==> config.mk <==
export PLATFORM = sky130hd
export DESIGN_NAME = collision_arbiter
export DESIGN_NICKNAME = d
export VERILOG_FILES = /design/src/rtl/collision_arbiter.sv
export SDC_FILE = /design/constraint.sdc
export NUM_CORES = 1
export LEC_CHECK = 0
export BUFFER_PORTS_ARGS = -buffer_cell sky130_fd_sc_hd__buf_4
export CAP_MARGIN = 20
export CORE_MARGIN = 3
export CORE_UTILIZATION = 25
export CTS_BUF_LIST = sky130_fd_sc_hd__clkbuf_4
export DETAILED_ROUTE_END_ITERATION = 16
export PLACE_DENSITY = 0.52
export SKIP_CTS_REPAIR_TIMING = 1
export SYNTH_ARGS = -nofsm -noshare
export SYNTH_HDL_FRONTEND = slang
export SYNTH_SLANG_ARGS = --single-unit
export TNS_END_PERCENT = 30
==> constraint.sdc <==
create_clock -name Clk -period 4.3 [get_ports Clk]
set_input_delay 0.86 -clock Clk [delete_from_list [all_inputs] [get_ports Clk]]
set_output_delay 0.86 -clock Clk [all_outputs]
set_load 0.02 [all_outputs]
==> src/rtl/collision_arbiter.sv <==
// Per-frame collision arbiter: accumulates sprite overlaps between frame ticks,
// publishes them as per-object flags, and runs the score / lives / game-over state.
module collision_arbiter #(
  parameter int          NE         = 4,
  parameter int          NPE        = 2,
  parameter int          NPP        = 4,
  parameter int          INV_FRAMES = 60,
  parameter logic [15:0] KILL_PTS   = 16'd100
) (
  input  logic                Clk,
  input  logic                Reset,
  input  logic                frame_clk,
  input  logic                Start,
  input  logic [NE-1:0]       EShipOn,
  input  logic [NE*NPE-1:0]   EProjOn,
  input  logic                PShipOn,
  input  logic [NPP-1:0]      PProjOn,
  output logic [NE-1:0]       EShipColl,
  output logic [NE*NPE-1:0]   EProjColl,
  output logic [NPP-1:0]      PProjColl,
  output logic                PShipHit,
  output logic [15:0]         Score,
  output logic [1:0]          Lives,
  output logic                GameOver
);

  localparam int CW = $clog2(INV_FRAMES + 1);
  localparam int KW = $clog2(NE + 1);

  typedef enum logic [1:0] {PLAY, HIT, OVER} state_t;

  state_t              state;
  logic [CW-1:0]       inv_cnt;
  logic                fc_meta, fc_sync, fc_prev;
  logic                tick, vulnerable;
  logic [NE-1:0]       acc_eship, new_eship;
  logic [NE*NPE-1:0]   acc_eproj, new_eproj;
  logic [NPP-1:0]      acc_pproj, new_pproj;
  logic                acc_phit, new_phit;
  logic [KW-1:0]       kills;
  logic [31:0]         score_sum;
  logic [15:0]         score_next;

  // Flops come out of reset high so a frame_clk already high at release is not a rising edge.
  always_ff @(posedge Clk or negedge Reset) begin
    if (!Reset) begin
      fc_meta <= 1'b1;
      fc_sync <= 1'b1;
      fc_prev <= 1'b1;
    end else begin
      // NOTE: non-blocking, so each stage samples the previous stage's old value.
      fc_meta <= frame_clk;
      fc_sync <= fc_meta;
      fc_prev <= fc_sync;
    end
  end

  assign tick       = fc_sync & ~fc_prev;
  assign vulnerable = (state == PLAY);

  assign new_eship = EShipOn & {NE{(|PProjOn) | (PShipOn & vulnerable)}};
  assign new_pproj = PProjOn & {NPP{|EShipOn}};
  assign new_eproj = EProjOn & {(NE*NPE){PShipOn & vulnerable}};
  assign new_phit  = vulnerable & PShipOn & ((|EProjOn) | (|EShipOn));

  always_comb begin
    // NOTE: default before the loop so every path assigns kills and no latch is inferred.
    kills = '0;
    for (int i = 0; i < NE; i++) kills = kills + KW'(acc_eship[i]);
  end

  assign score_sum  = 32'(Score) + 32'(KILL_PTS) * 32'(kills);
  assign score_next = (score_sum > 32'h0000_FFFF) ? 16'hFFFF : score_sum[15:0];

  always_ff @(posedge Clk or negedge Reset) begin
    if (!Reset) begin
      state     <= PLAY;
      inv_cnt   <= '0;
      Score     <= '0;
      Lives     <= 2'd3;
      GameOver  <= 1'b0;
      acc_eship <= '0;
      acc_eproj <= '0;
      acc_pproj <= '0;
      acc_phit  <= 1'b0;
      EShipColl <= '0;
      EProjColl <= '0;
      PProjColl <= '0;
      PShipHit  <= 1'b0;
    end else if (state == OVER && Start) begin
      // Restart beats a coincident tick: nothing from the dying frame is scored or shown.
      state     <= PLAY;
      inv_cnt   <= '0;
      Score     <= '0;
      Lives     <= 2'd3;
      GameOver  <= 1'b0;
      acc_eship <= '0;
      acc_eproj <= '0;
      acc_pproj <= '0;
      acc_phit  <= 1'b0;
      EShipColl <= '0;
      EProjColl <= '0;
      PProjColl <= '0;
      PShipHit  <= 1'b0;
    end else if (tick) begin
      EShipColl <= acc_eship;
      EProjColl <= acc_eproj;
      PProjColl <= acc_pproj;
      PShipHit  <= acc_phit;
      acc_eship <= new_eship;
      acc_eproj <= new_eproj;
      acc_pproj <= new_pproj;
      acc_phit  <= new_phit;
      case (state)
        PLAY: begin
          Score <= score_next;
          if (acc_phit) begin
            if (Lives > 2'd1) begin
              Lives   <= Lives - 2'd1;
              inv_cnt <= CW'(INV_FRAMES);
              state   <= HIT;
            end else begin
              Lives    <= 2'd0;
              state    <= OVER;
              GameOver <= 1'b1;
            end
          end
        end
        HIT: begin
          Score   <= score_next;
          inv_cnt <= inv_cnt - CW'(1);
          if (inv_cnt == CW'(1)) state <= PLAY;
        end
        default: ;
      endcase
    end else begin
      acc_eship <= acc_eship | new_eship;
      acc_eproj <= acc_eproj | new_eproj;
      acc_pproj <= acc_pproj | new_pproj;
      acc_phit  <= acc_phit  | new_phit;
    end
  end

endmodule

# == Word-level counts from Yosys, hierarchy flattened ==
# Cells that the tools add are included.
# op_classes
n_addsub,6
n_mul,1
order_cmp,2
eq_ne,7
muxes,41
bitwise_logic,13
reduce_logical,16
# op_table
cell,n
2-to-1 mux 16 bit,4
2-to-1 mux 4 bit,8
2-to-1 mux 8 bit,4
2-to-1 mux 6 bit,4
2-to-1 mux 2 bit,10
adder 16 x 10 -> 17 bit,1
"greater-than comparator 17 x 16 -> 1 bit, second input constant",1
one-hot mux 6 bit (2 select lines),1
AND reduction 4 bit,3
2-to-1 mux 1 bit,9
bitwise AND 4 bit,2
bitwise AND 8 bit,1
"multiplier 5 x 3 -> 8 bit, first input constant",1
bitwise OR 4 bit,2
bitwise OR 8 bit,1
nonzero test 2 bit,4
OR reduction 4 bit,2
OR reduction 8 bit,1
"== test 6 x 1 -> 1 bit, second input constant",1
"inequality test 3 x 1 -> 1 bit, second input constant",2
"subtractor 6 x 1 -> 6 bit, second input constant",1
one-hot mux 2 bit (2 select lines),1
adder 2 x 1 -> 3 bit,1
adder 3 x 1 -> 3 bit,1
other kinds (16),20
# totals
register_bits,64
inputBits,21

# == Longest topological paths before layout ==
# Gate-level depths: netlist of the first run.
# depth
ltp_word,10
mapped_depth,11

# == Least setup slack after synthesis of the first run ==
# Ideal clock, no wire load.
# synth_timing
path_kind,register to register
from,register acc_eship[0]
to,register Score[9]
setup_time_ns,0.126
arrival_time_ns,3.291
t_required_ns,4.174
setup_slack_ns,0.883
path_stages_with_launch,12
path_buffers,0
synth_period_minus_slack_ns,3.417
path_cell_list,dfrtp_1 > fa_1 > ha_1 > inv_1 > fa_1 > inv_1 > ha_1 > and3_1 > a221oi_1 > a21oi_1 > xor2_1 > a221o_1
# synth_between
elab_chain_cells,10
# synth_lines
element,line_no,text
"start, declared",36,"logic [NE-1:0] acc_eship, new_eship;"
"start signal, assigned",110,acc_eship <= new_eship;
"start signal, assigned",137,acc_eship <= acc_eship | new_eship;
adder 1 x 1 -> 2 bit (*),69,for (int i = 0; i < NE; i++) kills = kills + KW'(acc_eship[i]);
adder 2 x 1 -> 3 bit (*),69,
adder 3 x 1 -> 3 bit (*),69,
multiplier 5 x 3 -> 8 bit (*),72,assign score_sum = 32'(Score) + 32'(KILL_PTS) * 32'(kills);
adder 16 x 10 -> 17 bit (*),72,
greater-than comparator 17 x 16 -> 1 bit,73,assign score_next = (score_sum > 32'h0000_FFFF) ? 16'hFFFF : score_sum[15:0];
2-to-1 mux 16 bit (*),73,
2-to-1 mux 16 bit (*),114,case (state)
2-to-1 mux 16 bit (*),105,end else if (tick) begin
2-to-1 mux 16 bit (*),90,end else if (state == OVER && Start) begin
"end signal, assigned",116,Score <= score_next;
"end signal, assigned",130,Score <= score_next;
"end, declared",22,"output logic [15:0] Score,"
# Mark *: on every way between the ends. The rest lies on a longest branch, timed or not. The select of a mux whose other input is x is not followed.
# A chain may end at the register's enable or synchronous reset.

# == Final worst setup path of the first run ==
# Ends and elaborated chain as after synthesis.

==> results of run 1 <==
## layout make-up
cell class                 instances  area [um^2]
clock buffer                       9         67.6
clock inverter                     7         50.0
fill                            1333         8380
inverter                          12         45.0
multi-input combinational        229         1530
sequential                        63         1580
tap                              168          210
timing repair buffer              59          443
## cells in the final DEF, fill, tap and decap left out, types with 3 or more instances in the layout
| cell | count |
|---|---|
| buf_4 | 59 |
| o31ai_1 | 3 |
| mux2i_1 | 3 |
| nor2_1 | 19 |
| dfstp_2 | 5 |
| a22o_1 | 16 |
| nor4_1 | 4 |
| nand3b_1 | 3 |
| clkbuf_4 | 9 |
| nand2b_1 | 3 |
| clkinvlp_4 | 3 |
| o21ai_0 | 7 |
| nand2_1 | 51 |
| fa_1 | 4 |
| o211ai_1 | 3 |
| inv_1 | 12 |
| a221o_1 | 7 |
| nand3_1 | 10 |
| dfrtp_1 | 58 |
| or3_1 | 4 |
| nand4_1 | 4 |
| a21oi_1 | 31 |
| xnor2_1 | 5 |
| a21o_1 | 6 |
| ha_1 | 13 |
## final timing paths
check	start	end	slack, ns	cells past startpoint
worst max-delay path	acc_eship[0]$_DFF_PN0_	Score[9]$_DFFE_PN0P_	0.70	11
max in group asynchronous	Reset	acc_eship[0]$_DFF_PN0_	3.22	1
worst min register to register	fc_meta$_DFF_PN1_	fc_sync$_DFF_PN1_	0.36	0
worst min-delay path	fc_meta$_DFF_PN1_	fc_sync$_DFF_PN1_	0.36	0
worst max register to register	acc_eship[0]$_DFF_PN0_	Score[9]$_DFFE_PN0P_	0.70	11
min in group asynchronous	Reset	EProjColl[3]$_DFFE_PN0N_	0.52	1
## registers in the layout (all words and copies together) (netlist names), 2 cells and up
| name | count |
|---|---|
| EProjColl | 8 |
| EShipColl | 4 |
| acc_eproj | 8 |
| acc_pproj | 4 |
| PProjColl | 4 |
| acc_eship | 4 |
| Lives | 2 |
| inv_cnt | 6 |
| state | 2 |
| Score | 15 |
## logic make-up after synthesis
group           after synthesis  share of synthesized area (%)
flops                        63                           49.2
fa+ha+maj                    17                           7.54
xor+xnor                      6                           1.63
buf+inv                      25                           3.27
simple gates                119                           19.5
mux                           3                          0.933
compound gates               84                           18.0
## power breakdown
part           switching (mW)  internal [mW]  total (mW)  leakage, nW
Combinational           0.709          0.599        1.31        0.960
Sequential              0.199          0.786       0.985        0.758
Clock                   0.245          0.118       0.363       0.0579
Total                    1.15           1.50        2.66         1.78
## layer usage
metal | vias up | global-route usage, % | part of all wire, %
met3 | 9 | 2.33 | 3.4
met2 | 49 | 18.4 | 46
met5 | - | 0 | 0
li1 | 1263 | - | -
met4 | 0 | 4.37 | 1.7
met1 | 1303 | 16.7 | 49
==> metrics.log, run 1 <==
[metrics] Power Density: 675 nW/um^2
[metrics] Placed Area: 3810 um^2
[metrics] Critical Path, Cell by Cell: fa_1 -> ha_1 -> inv_1 -> fa_1 -> inv_1 -> ha_1 -> and3_1 -> a221oi_1 -> a21oi_1 -> xor2_1 -> a221o_1
[metrics] final setup skew: 0.0267 ns
[metrics] CP startpoint kind: flip-flop
[metrics] leak pwr: 1.78 nW
[metrics] RSZ-0062 raised after global routing: false
[metrics] Required @ worst endpoint: 4.58 ns
[metrics] total of endpoints with negative setup slack in the final report: 0
[metrics] Die Span X: 119 um
[metrics] via count: 2624
[metrics] Post-Place Worst Slack: 0.694 ns
[metrics] aggregate global routing overflow: 0
[metrics] area overhead of the layout relative to synthesis: 22.2%
[metrics] quantity of I/O buffers inserted on ports: 56
[metrics] starting density of the core: 26.1%
[metrics] list of most frequent post-synthesis cells: dfrtp_1 (58), nand2_1 (51), a21oi_1 (31)
[metrics] number of antenna repair diodes: 0
[metrics] highest clock rate: 278 MHz
[metrics] number of antenna violations at the first check in global routing: 0
[metrics] HP Class: flip-flop to flip-flop
[metrics] I/O pin cnt: 57
[metrics] number of storage elements in the synthesis netlist: 63
[metrics] wire length of the first global-routing pass: 13.8 mm
[metrics] Die Span Y: 119 um
[metrics] arrival time of data at the critical path endpoint: 3.88 ns
[metrics] Pwr Total: 2.66 mW
[metrics] number of cells in the finished layout apart from fillers: 547
[metrics] routability congestion estimate: 0.801
[metrics] Worst VDD drop: 0.203 mV
[metrics] critical path class: flip-flop to flip-flop
[metrics] slowest stage cell on the critical path: fa_1
[metrics] relative slew slack: 37.4%
[metrics] area of all placed cells without fillers: 3930 um^2
[metrics] library cells used by synthesis: 51
[metrics] clock tree from TritonCTS: yes
[metrics] synthesized instance count: 317
[metrics] hold slack: 0.363 ns
[metrics] wire per inst: 15.0 um
[metrics] Yosys top cell by area: dfrtp_1
[metrics] area of the mapped netlist: 3220 um^2
[metrics] deepest level of the CTS H-tree: 3
[metrics] maximum net fanout on the critical path: 4
[metrics] share of the core filled with cells in the final layout: 31.9%
[metrics] number of iterations in the first detailed-routing pass: 4
[metrics] syn_area_per_cell: 10.2 um^2
[metrics] combined global-route utilization of all metal layers: 12.0%
[metrics] final-layout setup total negative slack: 0 ns
[metrics] Core ar.: 12300 um^2
[metrics] largest net degree at the start of global routing: 64
[metrics] total die area: 14300 um^2
[metrics] number of cells after detailed placement: 530
[metrics] Reg clk slew, reported paths: 0.12 ns
[metrics] actual transition at the worst max-transition pin: 0.937 ns
[metrics] sequential-to-total area share from yosys stat: 49.2%
[metrics] final antenna-violating net count: 0
[metrics] wire length after detailed routing: 8.22 mm
[metrics] share of Yosys cell area claimed by the top area cell type: 45.1%
[metrics] CTS Buf Count: 9
[metrics] synthesized netlist net count: 355
[metrics] HPWL after detailed placement: 5.86 mm
[metrics] number of pins with negative max-slew slack in the final report: 0
[metrics] delay of the slowest cell on the worst path: 0.48 ns
[metrics] Area contributors post-synth: dfrtp_1 (45%), nand2_1 (5.9%), ha_1 (5.1%)
[metrics] proportion of layout cells with a drive suffix above 1: 23.0%
[metrics] max-capacitance violation count: 0
[metrics] Synth Warn #: 0
[metrics] number of sinks driven by the clock tree: 63
[metrics] DRC errors left: 0
[metrics] worst path setup slack after routing: 0.703 ns
[metrics] number of buffers and inverters on the critical path: 2
[metrics] dominant synthesized flop cell: dfrtp_1
[metrics] number of enable flip-flop cells after synthesis: 0
[metrics] capturing element type of the critical path: flip-flop
[metrics] Tcrit/Tclk final: 83.7%
[metrics] site row count: 40
[metrics] proportion of register bits with asynchronous set or reset after synthesis: 100%
[metrics] iteration-0 DRC count of the detailed router: 189
[metrics] cell with the most instances after synthesis: dfrtp_1
[metrics] Vias per Instance: 4.80
[metrics] vias in the first global route: 2685
[metrics] Final min period: 3.60 ns
[metrics] maximum number of buffers from clock root to sink: 2
[metrics] clock latency at the later pin of the worst-skew pair: 0.41 ns
[metrics] cell at the root of the clock tree: clkbuf_4
[metrics] CP top delay family: adder cells
[metrics] result of the run: finished clean
[metrics] endpoints failing hold: 0
[metrics] # nets final: 412
Note: power is estimated with default switching activity, not from simulation.
==> run 2: changes to the inputs <==
Settings changed: PLACE_DENSITY 0.52 to 0.53.
Clock period 4.3 ns to 3 ns, I/O delays scaled along.
==> metrics.log, run 2 (synthesis results as in run 1) <==
[metrics] hold slack: 0.255 ns (-0.109 ns)
[metrics] met3 Usage GRT: 2.61% (+0.28 points)
[metrics] result of the run: finished with violations
[metrics] Power Density: 1070 nW/um^2 (+58%)
[metrics] area overhead of the layout relative to synthesis: 32.4%
[metrics] aggregate global routing overflow: 0 (unchanged)
[metrics] deepest level of the CTS H-tree: 3 (unchanged)
[metrics] Die Span Y: 119 um (unchanged)
[metrics] largest net degree at the start of global routing: 64 (unchanged)
[metrics] leak pwr: 1.93 nW (+8.9%)
[metrics] routability congestion estimate: 0.837 (+4.5%)
[metrics] Tcrit/Tclk final: 108% (+25 points)
[metrics] Worst VDD drop: 0.321 mV (+59%)
[metrics] clock tree from TritonCTS: yes
[metrics] arrival time of data at the critical path endpoint: 3.59 ns (-0.29 ns)
[metrics] DRC errors left: 0 (unchanged)
[metrics] cell at the root of the clock tree: clkbuf_4
[metrics] maximum number of buffers from clock root to sink: 2 (unchanged)
[metrics] Die Span X: 119 um (unchanged)
[metrics] Switch Pwr: 1.86 mW (+61%)
[metrics] leading cell types in the layout, fill and taps excluded: buf_4 (81), dfrtp_1 (58), nand2_1 (51), a21oi_1 (28), nor2_1 (19)
[metrics] quantity of I/O buffers inserted on ports: 56 (unchanged)
[metrics] Seq pwr share: 31.1% (-6.0 points)
[metrics] endpoints failing hold: 0 (unchanged)
[metrics] starting density of the core: 26.1% (unchanged)
[metrics] number of cells in the finished layout apart from fillers: 570 (+4.2%)
[metrics] wire per inst: 15.2 um (+1.1%)
[metrics] total die area: 14300 um^2 (unchanged)
[metrics] number of antenna repair diodes: 0 (unchanged)
[metrics] clock latency at the later pin of the worst-skew pair: 0.43 ns (+0.02 ns)
[metrics] leading cell type in the layout, fill and taps excluded: buf_4
[metrics] largest registers in the final layout: Score (15), EProjColl (8), acc_eproj (8)
[metrics] via count: 2749 (+4.8%)
[metrics] I/O pin cnt: 57 (unchanged)
[metrics] number of iterations in the first detailed-routing pass: 4 (unchanged)
[metrics] total of endpoints with negative setup slack in the final report: 15 (+15)
[metrics] Core ar.: 12300 um^2 (unchanged)
[metrics] Reg clk slew, reported paths: 0.12 ns (about the same)
[metrics] depth of the most critical reg-to-reg path: 12 (+1)
[metrics] # nets final: 435 (+5.6%)
[metrics] largest reg by FF count: Score
[metrics] iteration-0 DRC count of the detailed router: 200 (+5.8%)
[metrics] CTS Buf Count: 9 (unchanged)
[metrics] cell-internal power: 2.70 mW (+80%)
[metrics] most utilized layer in the global route result: met2
[metrics] violations in the final reports: negative setup slack
[metrics] CP startpoint kind: flip-flop
[metrics] critical path class: flip-flop to flip-flop
[metrics] final antenna-violating net count: 0 (unchanged)
[metrics] wire length of the first global-routing pass: 14.2 mm (+2.5%)
[metrics] number of pins with negative max-slew slack in the final report: 0 (unchanged)
[metrics] Vias per Instance: 4.82 (+0.54%)
[metrics] combinational fraction of design power: 53.7% (+4.5 points)
[metrics] maximum net fanout on the critical path: 6 (+2)
[metrics] max-capacitance violation count: 0 (unchanged)
[metrics] flip-flop count of the largest register, all copies and words added: 15 (unchanged)
[metrics] number of sinks driven by the clock tree: 63 (unchanged)
[metrics] capturing element type of the critical path: flip-flop
[metrics] actual transition at the worst max-transition pin: 0.816 ns (-0.121 ns)
[metrics] met1 routing resource usage after global routing: 16.8% (+0.099 points)
[metrics] Final min period: 3.25 ns (-0.347 ns)
[metrics] HP Class: input port to asynchronous set/reset pin
[metrics] site row count: 40 (unchanged)
[metrics] number of antenna violations at the first check in global routing: 0 (unchanged)
[metrics] final setup skew: 0.0168 ns (-0.00985 ns)
[metrics] net switching fraction of the power: 40.8% (-2.6 points)
[metrics] global-route track usage on met2: 18.7% (+0.25 points)
[metrics] HPWL after detailed placement: 6.19 mm (+5.6%)
[metrics] highest clock rate: 308 MHz (+11%)
[metrics] Required @ worst endpoint: 3.34 ns (-1.24 ns)
[metrics] wire length after detailed routing: 8.66 mm (+5.4%)
[metrics] worst path setup slack after routing: -0.250 ns (-0.953 ns)
[metrics] proportion of layout cells with a drive suffix above 1: 30.8% (+7.9 points)
[metrics] RSZ-0062 raised after global routing: true
[metrics] clock power share: 15.2% (+1.5 points)
[metrics] relative slew slack: 45.6% (+8.2 points)
[metrics] number of cells after detailed placement: 551 (+4.0%)
[metrics] combined global-route utilization of all metal layers: 12.4% (+0.38 points)
[metrics] vias in the first global route: 2762 (+2.9%)
## run 2: changes by cell type in the layout (fill, tap and decap cells not counted), sizes merged
| cell | before | now |
|---|---|---|
| bufinv | 0 | 2 |
| clkinvlp | 3 | 2 |
| clkinv | 4 | 2 |
| buf | 59 | 82 |
| inv | 12 | 13 |
## run 2: layout make-up
type | count | area [um^2]
sequential | 63 | 1580
clock inverter | 7 | 96.3
inverter | 12 | 45.0
tap | 168 | 210
fill | 1288 | 8050
clock buffer | 9 | 67.6
multi-input combinational | 229 | 1630
timing repair buffer | 82 | 628
## run 2: final timing paths
path                                         from                        to  slack [ns]
min in group Clk                        frame_clk         fc_meta$_DFF_PN1_        0.28
setup / recovery           acc_eship[0]$_DFF_PN0_      Score[3]$_DFFE_PN0P_       -0.25
max in group asynchronous                   Reset    inv_cnt[0]$_DFFE_PN0P_        2.21
hold / removal                              Reset  EProjColl[3]$_DFFE_PN0N_        0.25
hold reg to reg                 fc_meta$_DFF_PN1_         fc_sync$_DFF_PN1_        0.36
setup reg to reg           acc_eship[0]$_DFF_PN0_      Score[3]$_DFFE_PN0P_       -0.25
## run 2: metal layers
metal | part of all wire, % | wire, um
met4 | 1.5 | 127
met5 | 0 | 0
met1 | 47 | 4030
met3 | 3.8 | 327
met2 | 48 | 4180
## run 2: worst max-delay path, cell delays in order (launching register included)
cell and delay, ns:
dfrtp_1 0.42, fa_1 0.53, ha_4 0.31, inv_2 0.03, fa_1 0.49, inv_2 0.04, ha_4 0.26, o211ai_1 0.09
a21oi_2 0.18, nor4_4 0.10, buf_12 0.15, or4_4 0.46, o211ai_1 0.11
## run 2: per-stage QoR
| step | setup WS (ns) | cell area (um^2) | power (mW) | util (%) | TNS [ns] |
|---|---|---|---|---|---|
| after floorplan | -0.139 | 3280 | 2.91 | - | -0.384 |
| after global placement | -0.187 | 4030 | 3.71 | 32.7 | -1.43 |
| after detailed placement | -0.289 | 4030 | 3.76 | 32.7 | -2.39 |
| after CTS | -0.289 | 4190 | 4.48 | 34.1 | -2.81 |
| after global routing | -0.323 | 4260 | 4.90 | 34.6 | -4.12 |
| final | -0.250 | 4260 | 4.56 | 34.6 | -2.61 |
## run 2: power groups by stage
stage          Sequential, mW  Combinational, mW  Clock, mW
2_1_floorplan            1.52               1.39          0
3_3_place_gp             1.43               2.28          0
3_5_place_dp             1.44               2.33          0
4_1_cts                  1.42               2.34      0.716
5_1_grt                  1.46               2.68      0.753
6_report                 1.42               2.45      0.693
